**config.mk**
```make
export PLATFORM = sky130hd
export DESIGN_NAME = tree_walker
export DESIGN_NICKNAME = d
export VERILOG_FILES = /design/src/rtl/tree_walker.sv
export SDC_FILE = /design/constraint.sdc
export NUM_CORES = 1
export LEC_CHECK = 0
export CAP_MARGIN = 20
export CORE_MARGIN = 1
export CORE_UTILIZATION = 43
export CTS_BUF_LIST = sky130_fd_sc_hd__clkbuf_2 sky130_fd_sc_hd__clkbuf_4 sky130_fd_sc_hd__clkbuf_8
export DETAILED_ROUTE_END_ITERATION = 8
export HOLD_SLACK_MARGIN = 0.06
export PLACE_DENSITY = 0.83
export SLEW_MARGIN = 15
export SYNTH_ARGS = -nofsm -noshare
export SYNTH_HDL_FRONTEND = slang
export SYNTH_SLANG_ARGS = --single-unit
```
**constraint.sdc**
```tcl
create_clock -name clk -period 1.7 [get_ports clk]
set_input_delay 0.34 -clock clk [delete_from_list [all_inputs] [get_ports clk]]
set_output_delay 0.34 -clock clk [all_outputs]
set_load 0.02 [all_outputs]
```
**src/rtl/tree_walker.sv**
```systemverilog
// Decision-tree walker: for each command, walks a complete binary tree from the root,
// issuing one compare per level, then reports the reached leaf with the command's tag.
module tree_walker #(
    parameter int DEPTH   = 4,
    parameter int NODE_AW = 4,
    parameter int FIDX_W  = 8,
    parameter int DATA_W  = 32,
    parameter int TAG_W   = 8
) (
    input  logic               clk,
    input  logic               reset,

    input  logic               cmd_valid,
    output logic               cmd_ready,
    input  logic [TAG_W-1:0]   cmd_tag,

    output logic               node_rd_en,
    output logic [NODE_AW-1:0] node_addr,
    input  logic [FIDX_W-1:0]  node_feat_idx,
    input  logic [DATA_W-1:0]  node_thresh,

    output logic               feat_rd_en,
    output logic [FIDX_W-1:0]  feat_addr,
    input  logic [DATA_W-1:0]  feat_rdata,

    output logic               cmp_req_valid,
    input  logic               cmp_req_ready,
    output logic [DATA_W-1:0]  cmp_req_feature,
    output logic [DATA_W-1:0]  cmp_req_weights,
    input  logic               cmp_resp_valid,
    output logic               cmp_resp_ready,
    input  logic               cmp_resp_decision,

    output logic               leaf_valid,
    input  logic               leaf_ready,
    output logic [DEPTH-1:0]   leaf_index,
    output logic [TAG_W-1:0]   leaf_tag
);

    localparam int               LVL_W     = (DEPTH > 1) ? $clog2(DEPTH) : 1;
    localparam int               NXT_W     = NODE_AW + 1;
    localparam logic [LVL_W-1:0] LAST_LVL  = LVL_W'(DEPTH - 1);
    localparam logic [DEPTH-1:0] LEAF_BASE = '1;

    typedef enum logic [2:0] {
        S_IDLE,
        S_NODE_RD,
        S_NODE_WAIT,
        S_FEAT_RD,
        S_FEAT_WAIT,
        S_CMP_REQ,
        S_CMP_RESP,
        S_DONE
    } state_e;

    state_e             state_q;
    logic [NODE_AW-1:0] node_idx_q;
    logic [LVL_W-1:0]   level_q;
    logic [FIDX_W-1:0]  fidx_q;
    logic [DATA_W-1:0]  thresh_q;
    logic [DATA_W-1:0]  feat_q;
    logic [TAG_W-1:0]   tag_q;
    logic [DEPTH-1:0]   leaf_index_q;
    logic               cmd_ready_q;
    logic               node_rd_en_q;
    logic               feat_rd_en_q;
    logic               cmp_req_valid_q;
    logic               leaf_valid_q;

    logic [NODE_AW-1:0] next_idx_d;
    logic [DEPTH-1:0]   leaf_idx_d;
    logic               resp_fire;

    // Children of node n are 2n+1 (decision=1, left) and 2n+2 (right). Leaves are numbered
    // from 2^DEPTH-1, so only the low DEPTH bits of the child index matter for the leaf.
    always_comb begin
        next_idx_d = NODE_AW'({node_idx_q, 1'b0} + (cmp_resp_decision ? NXT_W'(1) : NXT_W'(2)));
        leaf_idx_d = next_idx_d[DEPTH-1:0] - LEAF_BASE;
    end

    // The comparator may answer in the same cycle it takes the request, so response
    // readiness follows request readiness while the request is still pending.
    assign cmp_resp_ready = (state_q == S_CMP_REQ) ? cmp_req_ready : (state_q == S_CMP_RESP);
    assign resp_fire      = cmp_resp_valid && cmp_resp_ready;

    always_ff @(posedge clk or negedge reset) begin
        if (!reset) begin
            state_q         <= S_IDLE;
            node_idx_q      <= '0;
            level_q         <= '0;
            fidx_q          <= '0;
            thresh_q        <= '0;
            feat_q          <= '0;
            tag_q           <= '0;
            leaf_index_q    <= '0;
            cmd_ready_q     <= 1'b1;
            node_rd_en_q    <= 1'b0;
            feat_rd_en_q    <= 1'b0;
            cmp_req_valid_q <= 1'b0;
            leaf_valid_q    <= 1'b0;
        end else begin
            case (state_q)
                S_IDLE: begin
                    if (cmd_valid && cmd_ready_q) begin
                        tag_q        <= cmd_tag;
                        node_idx_q   <= '0;
                        level_q      <= '0;
                        cmd_ready_q  <= 1'b0;
                        node_rd_en_q <= 1'b1;
                        state_q      <= S_NODE_RD;
                    end
                end
                S_NODE_RD: begin
                    node_rd_en_q <= 1'b0;
                    state_q      <= S_NODE_WAIT;
                end
                S_NODE_WAIT: begin
                    fidx_q       <= node_feat_idx;
                    thresh_q     <= node_thresh;
                    feat_rd_en_q <= 1'b1;
                    state_q      <= S_FEAT_RD;
                end
                S_FEAT_RD: begin
                    feat_rd_en_q <= 1'b0;
                    state_q      <= S_FEAT_WAIT;
                end
                S_FEAT_WAIT: begin
                    feat_q          <= feat_rdata;
                    cmp_req_valid_q <= 1'b1;
                    state_q         <= S_CMP_REQ;
                end
                S_CMP_REQ: begin
                    if (cmp_req_ready) begin
                        cmp_req_valid_q <= 1'b0;
                        state_q         <= S_CMP_RESP;
                    end
                end
                S_CMP_RESP: begin
                    state_q <= S_CMP_RESP;
                end
                S_DONE: begin
                    if (leaf_ready) begin
                        leaf_valid_q <= 1'b0;
                        cmd_ready_q  <= 1'b1;
                        state_q      <= S_IDLE;
                    end
                end
                default: state_q <= S_IDLE;
            endcase

            // NOTE: non-blocking updates resolve last-write-wins, so this overrides the
            // S_CMP_RESP move above when the decision arrives in the request's fire cycle.
            if (resp_fire) begin
                if (level_q == LAST_LVL) begin
                    leaf_index_q <= leaf_idx_d;
                    leaf_valid_q <= 1'b1;
                    state_q      <= S_DONE;
                end else begin
                    node_idx_q   <= next_idx_d;
                    level_q      <= level_q + LVL_W'(1);
                    node_rd_en_q <= 1'b1;
                    state_q      <= S_NODE_RD;
                end
            end
        end
    end

    assign cmd_ready       = cmd_ready_q;
    assign node_rd_en      = node_rd_en_q;
    assign node_addr       = node_idx_q;
    assign feat_rd_en      = feat_rd_en_q;
    assign feat_addr       = fidx_q;
    assign cmp_req_valid   = cmp_req_valid_q;
    assign cmp_req_feature = feat_q;
    assign cmp_req_weights = thresh_q;
    assign leaf_valid      = leaf_valid_q;
    assign leaf_index      = leaf_index_q;
    assign leaf_tag        = tag_q;

endmodule

```
==> impl_results.md <==
- Worst-Margin Slew: 0.480 ns
- Hold WC Path Type: input pin to flop
- Crit path DAT: 1.32 ns
- Max Fclk: 602 MHz
- Antenna Cells: 0
- Fin. Hold Viols: 0
- First-pass GRT wire length: 15,700 microns
- Register area: 2450 sq um
- Synth-to-Final Area Change: 61.6%
- EDFF count, synth: 0
- Max-Cap Viols: 0
- I/O pin count: 181
- Violation count after the first detailed-route iteration: 76
- TritonCTS clock tree: built
- Sink Count: 98
- GR Util met2: 35.9%
- Nature of the critical path endpoint: primary output
- Overflow after GRT: 0
- Max clock buf depth: 2
- Unique cell type count in the Yosys netlist: 34
- H-tree lvl count: 3
- Ratio of cells with drive above 1 in the final layout: 26.6%
- Vias: 2,875
- Top_reg_cell synth: dfrtp_1
- Worst Path Max Fanout: 2
- CP endpoint: cmp_req_feature[1]
- Clk pin slew, worst setup/hold paths: 0.09 ns
- Hold Slack: 0.402 ns
- Final setup fails: 0
- Failing checks: design-rule violations
- Remaining antenna violation count: 0
- Syn Std Cell Area: 3960 sq um
- Post-synth net total: 353
- CP Cell Sequence: clkdlybuf4s50_1
- Reg-to-Reg Start: state_q[2]
- Die Wd: 97.9 microns
- Synth top area cells: dfrtp_1 (61%), mux2_2 (23%), mux2i_1 (1.5%)
- CP startpoint kind: flop
- Kind of critical path: flop to primary output
- Area taken by multi-input logic gates: 1430 sq um
- CP top delay family: buffers and inverters
- Drt drc: 17
- Maximum vdd drop: 0.00106 V
- Mean post-synth cell area: 15.1 sq um
- RSZ-0062 raised after global routing: no
- Largest net degree at the start of global routing: 41
- WL/cell: 17.0 microns
- Outcome: finished with violations
- Synth top cells by count: dfrtp_1 (97), mux2_2 (80), o21ai_0 (10)
- Global routing usage on met3: 5.01%
- Die H: 97.9 microns
- Post-synth top area share: 61.3%
- Critical path origin: cmp_req_feature[1]
- Placed Instance Area: 6020 sq um
- Worst-skew pair later-pin latency: 0.35 ns
- Synthesized netlist cell count: 262
- Nets@finish: 548
- CTS buffer count: 9
- Async SR Flop Fraction: 100%
- Count leader, synth: dfrtp_1
- Die outline area: 9590 sq um
- Fin. max-slew vios: 0
- Period utilisation layout: 97.7%
- Min Clock Period, post-route: 1.66 ns
- Core area: 8810 sq um
- Reg2reg end: cmp_req_feature[1]
- Final Instance Area: 6390 sq um
- Routed WL: 9670 microns
- Pwr/cell area: 1880 nW/um^2
- Leakage: 3.30 nW
- CP max-delay cell: clkdlybuf4s50_1
- Placer Congestion: 0.820
- Vias in the first global route: 3,204
- Fillers: 604
- Drt first pass iters: 6
- FP Rows: 34
- Total GRT Usage: 20.7%
- DP HPWL: 7160 microns
- Worst reg2reg path depth: 4
- Total power: 12.0 mW
- Final Skew: 0.0128 ns
- Levels on crit path: 1
- Global routing's busiest layer: met2
- Avg Vias per Cell: 5.04
- Met1 usage: 25.0%
- Port Buffers: 180
- Critical Path Max Stage Delay: 0.62 ns
- CP bufs+invs: 1
- Clock Tree Root: clkbuf_8
- Initial core utilization: 44.9%
- FF-to-FF setup slack: 0.09 ns
- Worst slew margin: 68.0%
- Flops & latches, synth: 98
- Post-synth top area cell: dfrtp_1
- Required @ worst endpoint: 1.36 ns
- Yosys warnings: 0
- Initial antenna violation count: 0
- Register area share after synthesis: 62.0%
==> worst register-to-register path, stage by stage, from the launching register on <==
cell     delay, ns
dfrtp_1       0.36
buf_4         0.26
nor3b_4       0.27
buf_12        0.23
mux2_2        0.37
==> kinds of logic (layout without fill, tap and decap cells) <==
logic type      after synthesis  after routing  synth area share (%)
simple gates                 20             20                  3.79
mux                          90             90                  25.4
buf+inv                      20            220                  2.50
compound gates               26             26                  4.14
flops                        98             98                  62.0
xor+xnor                      4              4                 0.885
fa+ha+maj                     4              4                  1.26
==> layout by cell type, fill, tap and decap left out, types with 6 or more instances in the layout <==
| cell | count |
|---|---|
| clkbuf_8 | 11 |
| mux2_2 | 80 |
| dfrtp_1 | 97 |
| buf_12 | 6 |
| inv_1 | 7 |
| dlymetal6s2s_1 | 61 |
| clkdlybuf4s50_1 | 105 |
| dlygate4sd2_1 | 11 |
| mux2i_1 | 6 |
| buf_4 | 12 |
| o21ai_0 | 10 |
==> what timing repair did <==
action,in CTS,in global routing
hold buffers,1,0
endpoints found under the setup margin,13,63
endpoints found under the hold margin,29,0
pin swaps,0,0
gates resized for setup,17,64
buffers inserted,0,0
==> per-layer routing <==
| layer | routed length (microns) | vias up |
|---|---|---|
| met5 | 0 | - |
| met4 | 156 | 0 |
| met3 | 771 | 14 |
| met2 | 4990 | 124 |
| met1 | 3750 | 1426 |
| li1 | - | 1311 |
==> sequential cells by signal (all words and copies together) (netlist names) <==
register and cells:
cmd_ready 1, cmp_req_feature 32, cmp_req_valid 1, cmp_req_weights 32, feat_addr 8, feat_rd_en 1, leaf_index 4, leaf_tag 8
leaf_valid 1, level_q 2, node_addr 4, node_rd_en 1, state_q 3
==> stage by stage <==
stage          setup slack, ns  instances  utilization [%]  setup TNS, ns
6_report                0.0390        570             72.6              0
5_1_grt               0.000937        570             72.6              0
4_1_cts                0.00358        570             70.7              0
3_5_place_dp            -0.443        553             68.4          -2.15
3_3_place_gp            -0.428        553             68.4          -1.63
2_1_floorplan            0.102        262                -              0
==> layout make-up <==
type	count	area share (%)
sequential	98	38.4
tap	108	2.11
timing repair buffer	197	33.5
clock inverter	5	0.978
clock buffer	11	2.37
inverter	7	0.411
multi-input combinational	144	22.3
==> where the power goes <==
part           leakage, nW  internal [mW]  switching [mW]
sequential            1.18           3.50           0.590
clock                0.102          0.766           0.802
combinational         2.02           3.34            3.03
==> how the worst min path moves through the flow <==
stage	from	endpoint	slack (ns)	depth (start not counted)
2_1_floorplan	reset	cmp_req_feature[0]	0.04	0
3_3_place_gp	reset	cmp_req_weights[31]	0.33	1
3_5_place_dp	reset	cmp_req_weights[28]	0.33	1
4_1_cts	reset	cmp_req_weights[28]	0.48	2
5_1_grt	cmp_req_ready	cmp_req_valid	0.40	3
6_report	cmp_req_ready	cmp_req_valid	0.40	3
No activity file was read; power rests on OpenSTA's default activity.
==> RTL change (same settings) <==
Re-encode `state_e` (8 states) as one-hot, 8 bits wide.
--- a/src/rtl/tree_walker.sv
+++ b/src/rtl/tree_walker.sv
@@ -42,15 +42,15 @@
     localparam logic [LVL_W-1:0] LAST_LVL  = LVL_W'(DEPTH - 1);
     localparam logic [DEPTH-1:0] LEAF_BASE = '1;
 
-    typedef enum logic [2:0] {
-        S_IDLE,
-        S_NODE_RD,
-        S_NODE_WAIT,
-        S_FEAT_RD,
-        S_FEAT_WAIT,
-        S_CMP_REQ,
-        S_CMP_RESP,
-        S_DONE
+    typedef enum logic [7:0] {
+        S_IDLE      = 8'b00000001,
+        S_NODE_RD   = 8'b00000010,
+        S_NODE_WAIT = 8'b00000100,
+        S_FEAT_RD   = 8'b00001000,
+        S_FEAT_WAIT = 8'b00010000,
+        S_CMP_REQ   = 8'b00100000,
+        S_CMP_RESP  = 8'b01000000,
+        S_DONE      = 8'b10000000
     } state_e;
 
     state_e             state_q;
Formal check against the unedited RTL: same outputs for any inputs over 10 cycles, from zero or initial values and one cycle with reset low; not proved beyond that.
==> RTL change against the original RTL <==
The run ends with negative setup slack left. Cell area up 14%. Die area up 6.9%. Wire length is 31% higher. Utilization grew 5.4 points. Maximum frequency is 15% lower. Area after synthesis grew 7.1%. Non-clock buffer count grew 41. Setup slack lost 0.30 ns. Sequential cell count grew 5.
Power is not compared: it rests on default switching activity, and its combinational part moved more than twofold at a synthesized area within 25%.
==> RTL change: results (changes against the original RTL) <==
[status]
status = complete, but fails checks
violations = negative setup slack

[synth]
syn_inst = 292  ; +11%
synth_compound_area_share_pct = 2.16  ; -2.0 points
synth_nets = 382  ; +8.2%
yosysSeqAreaShare_pct = 60.9  ; -1.1 points
synth-main-ff-cell = dfrtp_1
synth_adder_area_share_pct = 0.886  ; -0.38 points
synth_common_cells = dfrtp_1 (101), mux2_2 (81), nand2_1 (15)
synth_cell_types = 42  ; +24%
synth_xor_area_share_pct = 1.03  ; +0.15 points
yosys-mux-area-fraction_pct = 24.2  ; -1.2 points
synth-async-reset-ratio_pct = 100  ; unchanged
synth_area_leaders = dfrtp_1 (60%), mux2_2 (22%), mux2i_1 (1.7%), nand2_1 (1.3%), dfstp_2 (1.2%)

[critical_path]
cp_slowest_cell = dfrtp_1
worst_ep_arrival_time_ns = 2.21  ; +0.89 ns
slowest_delay_ns = 0.43  ; -0.19 ns
crit_start = state_q[7]
rr_endpoint = node_rd_en
path_max_fanout = 7  ; +5
critPathTopFamily = simple AND/OR/NAND/NOR gates
rr_worst_depth = 5  ; +1

[sta]
setup_viol = 96  ; +96
setup_ws_ns = -0.265  ; -0.303 ns
final.setup.tns_ns = -9.78  ; -9.78 ns
clock_skew_ns = 0.0144  ; +0.00158 ns
hold_ws_ns = 0.445  ; +0.0433 ns
relSlewSlack_pct = 68.2  ; +0.23 points
fmax_ghz = 0.509  ; -15%

[place]
dp_cells = 622  ; +12%
place.gp.congestion = 0.832  ; +1.5%
dp_hpwl_mm = 7.45  ; +4.0%
place_ws_ns = -0.466  ; -0.0229 ns

[route]
first_pass_iters = 5  ; -1
wl_mm = 12.6  ; +31%
avgViaCountPerCell = 5.19  ; +2.9%
drt_iter0_drc = 88  ; +16%

[final_layout]
antenna_cells = 0  ; unchanged
drive_gt1_share_pct = 34.3  ; +7.7 points
finalNetCount = 621  ; +13%
fillers = 557  ; -7.8%
final-instance-count-excl-fill = 665  ; +17%

[global_route]
track_usage_pct = 22.0  ; +1.4 points
grt_pass1_wl_mm = 17.4  ; +11%
grt_max_degree = 53  ; +29%
grt_pass1_vias = 3527  ; +10%

[min_path]
hp-class = primary input to asynchronous set/reset pin

==> RTL change: changes by cell type after synthesis, sizes merged, moves of 4 or more <==
cell   unedited run  this run
nand2             4        15
o21ai            10         4
a21oi             6         1
buf              11         6
dfrtp            97       101
nor3              0         4
==> RTL change: final cells by class <==
type                    instances  share of cell area, %
well taps                     129                   2.21
clock buffers                  12                   2.00
clock inverters                 4                  0.445
inverters                       9                  0.462
repair buffers                238                   35.7
flip-flops and latches        103                   35.3
multi-input cells             170                   23.9
==> RTL change: per-layer routing <==
metal	up-vias	global-route usage (%)	share of wire, %
met5	-	0	0
met4	0	7.80	2.2
met3	26	7.32	6.9
met2	165	36.7	52
met1	1751	26.8	39
li1	1511	-	-
==> RTL change: what timing repair did <==
item / CTS / global route
pin swaps: 4 / 16
resized for setup: 31 / 99
setup endpoints to repair: 67 / 165
gates cloned: 2 / 8
endpoints found under the hold margin: 23 / 0
setup buffers: 9 / 11
hold buffers: 1 / 0
==> RTL change: worst max-delay path by stage <==
stage | cells past startpoint | to
after global placement | 5 | cmp_resp_ready
after floorplan | 6 | leaf_tag[4]
final | 5 | node_rd_en
after global routing | 6 | node_addr[1]
after detailed placement | 5 | cmp_resp_ready
after CTS | 6 | cmp_req_feature[6]
==> RTL change: cells by family (layout without fill, tap and decap cells) <==
logic type / Yosys count / in the layout
fa+ha+maj: 3 / 3
compound gates: 13 / 13
flops: 103 / 103
simple gates: 57 / 58
mux: 91 / 91
buf+inv: 20 / 263
xor+xnor: 5 / 5
==> RTL change: per-stage QoR <==
step,cell area [um2],power [W]
after floorplan,4270,0.00319
after global placement,6450,0.00385
after detailed placement,6450,0.00389
after CTS,6820,0.00537
after global routing,7310,0.00567
final,7310,0.00544
==> RTL change: power by group through the flow <==
stage	sequential (W)	clock, W	combinational [W]
final	0.00270	0.00143	0.00131
after floorplan	0.00292	0	0.000273
after global routing	0.00272	0.00156	0.00138
after CTS	0.00270	0.00146	0.00121
after global placement	0.00274	0	0.00111
after detailed placement	0.00275	0	0.00113
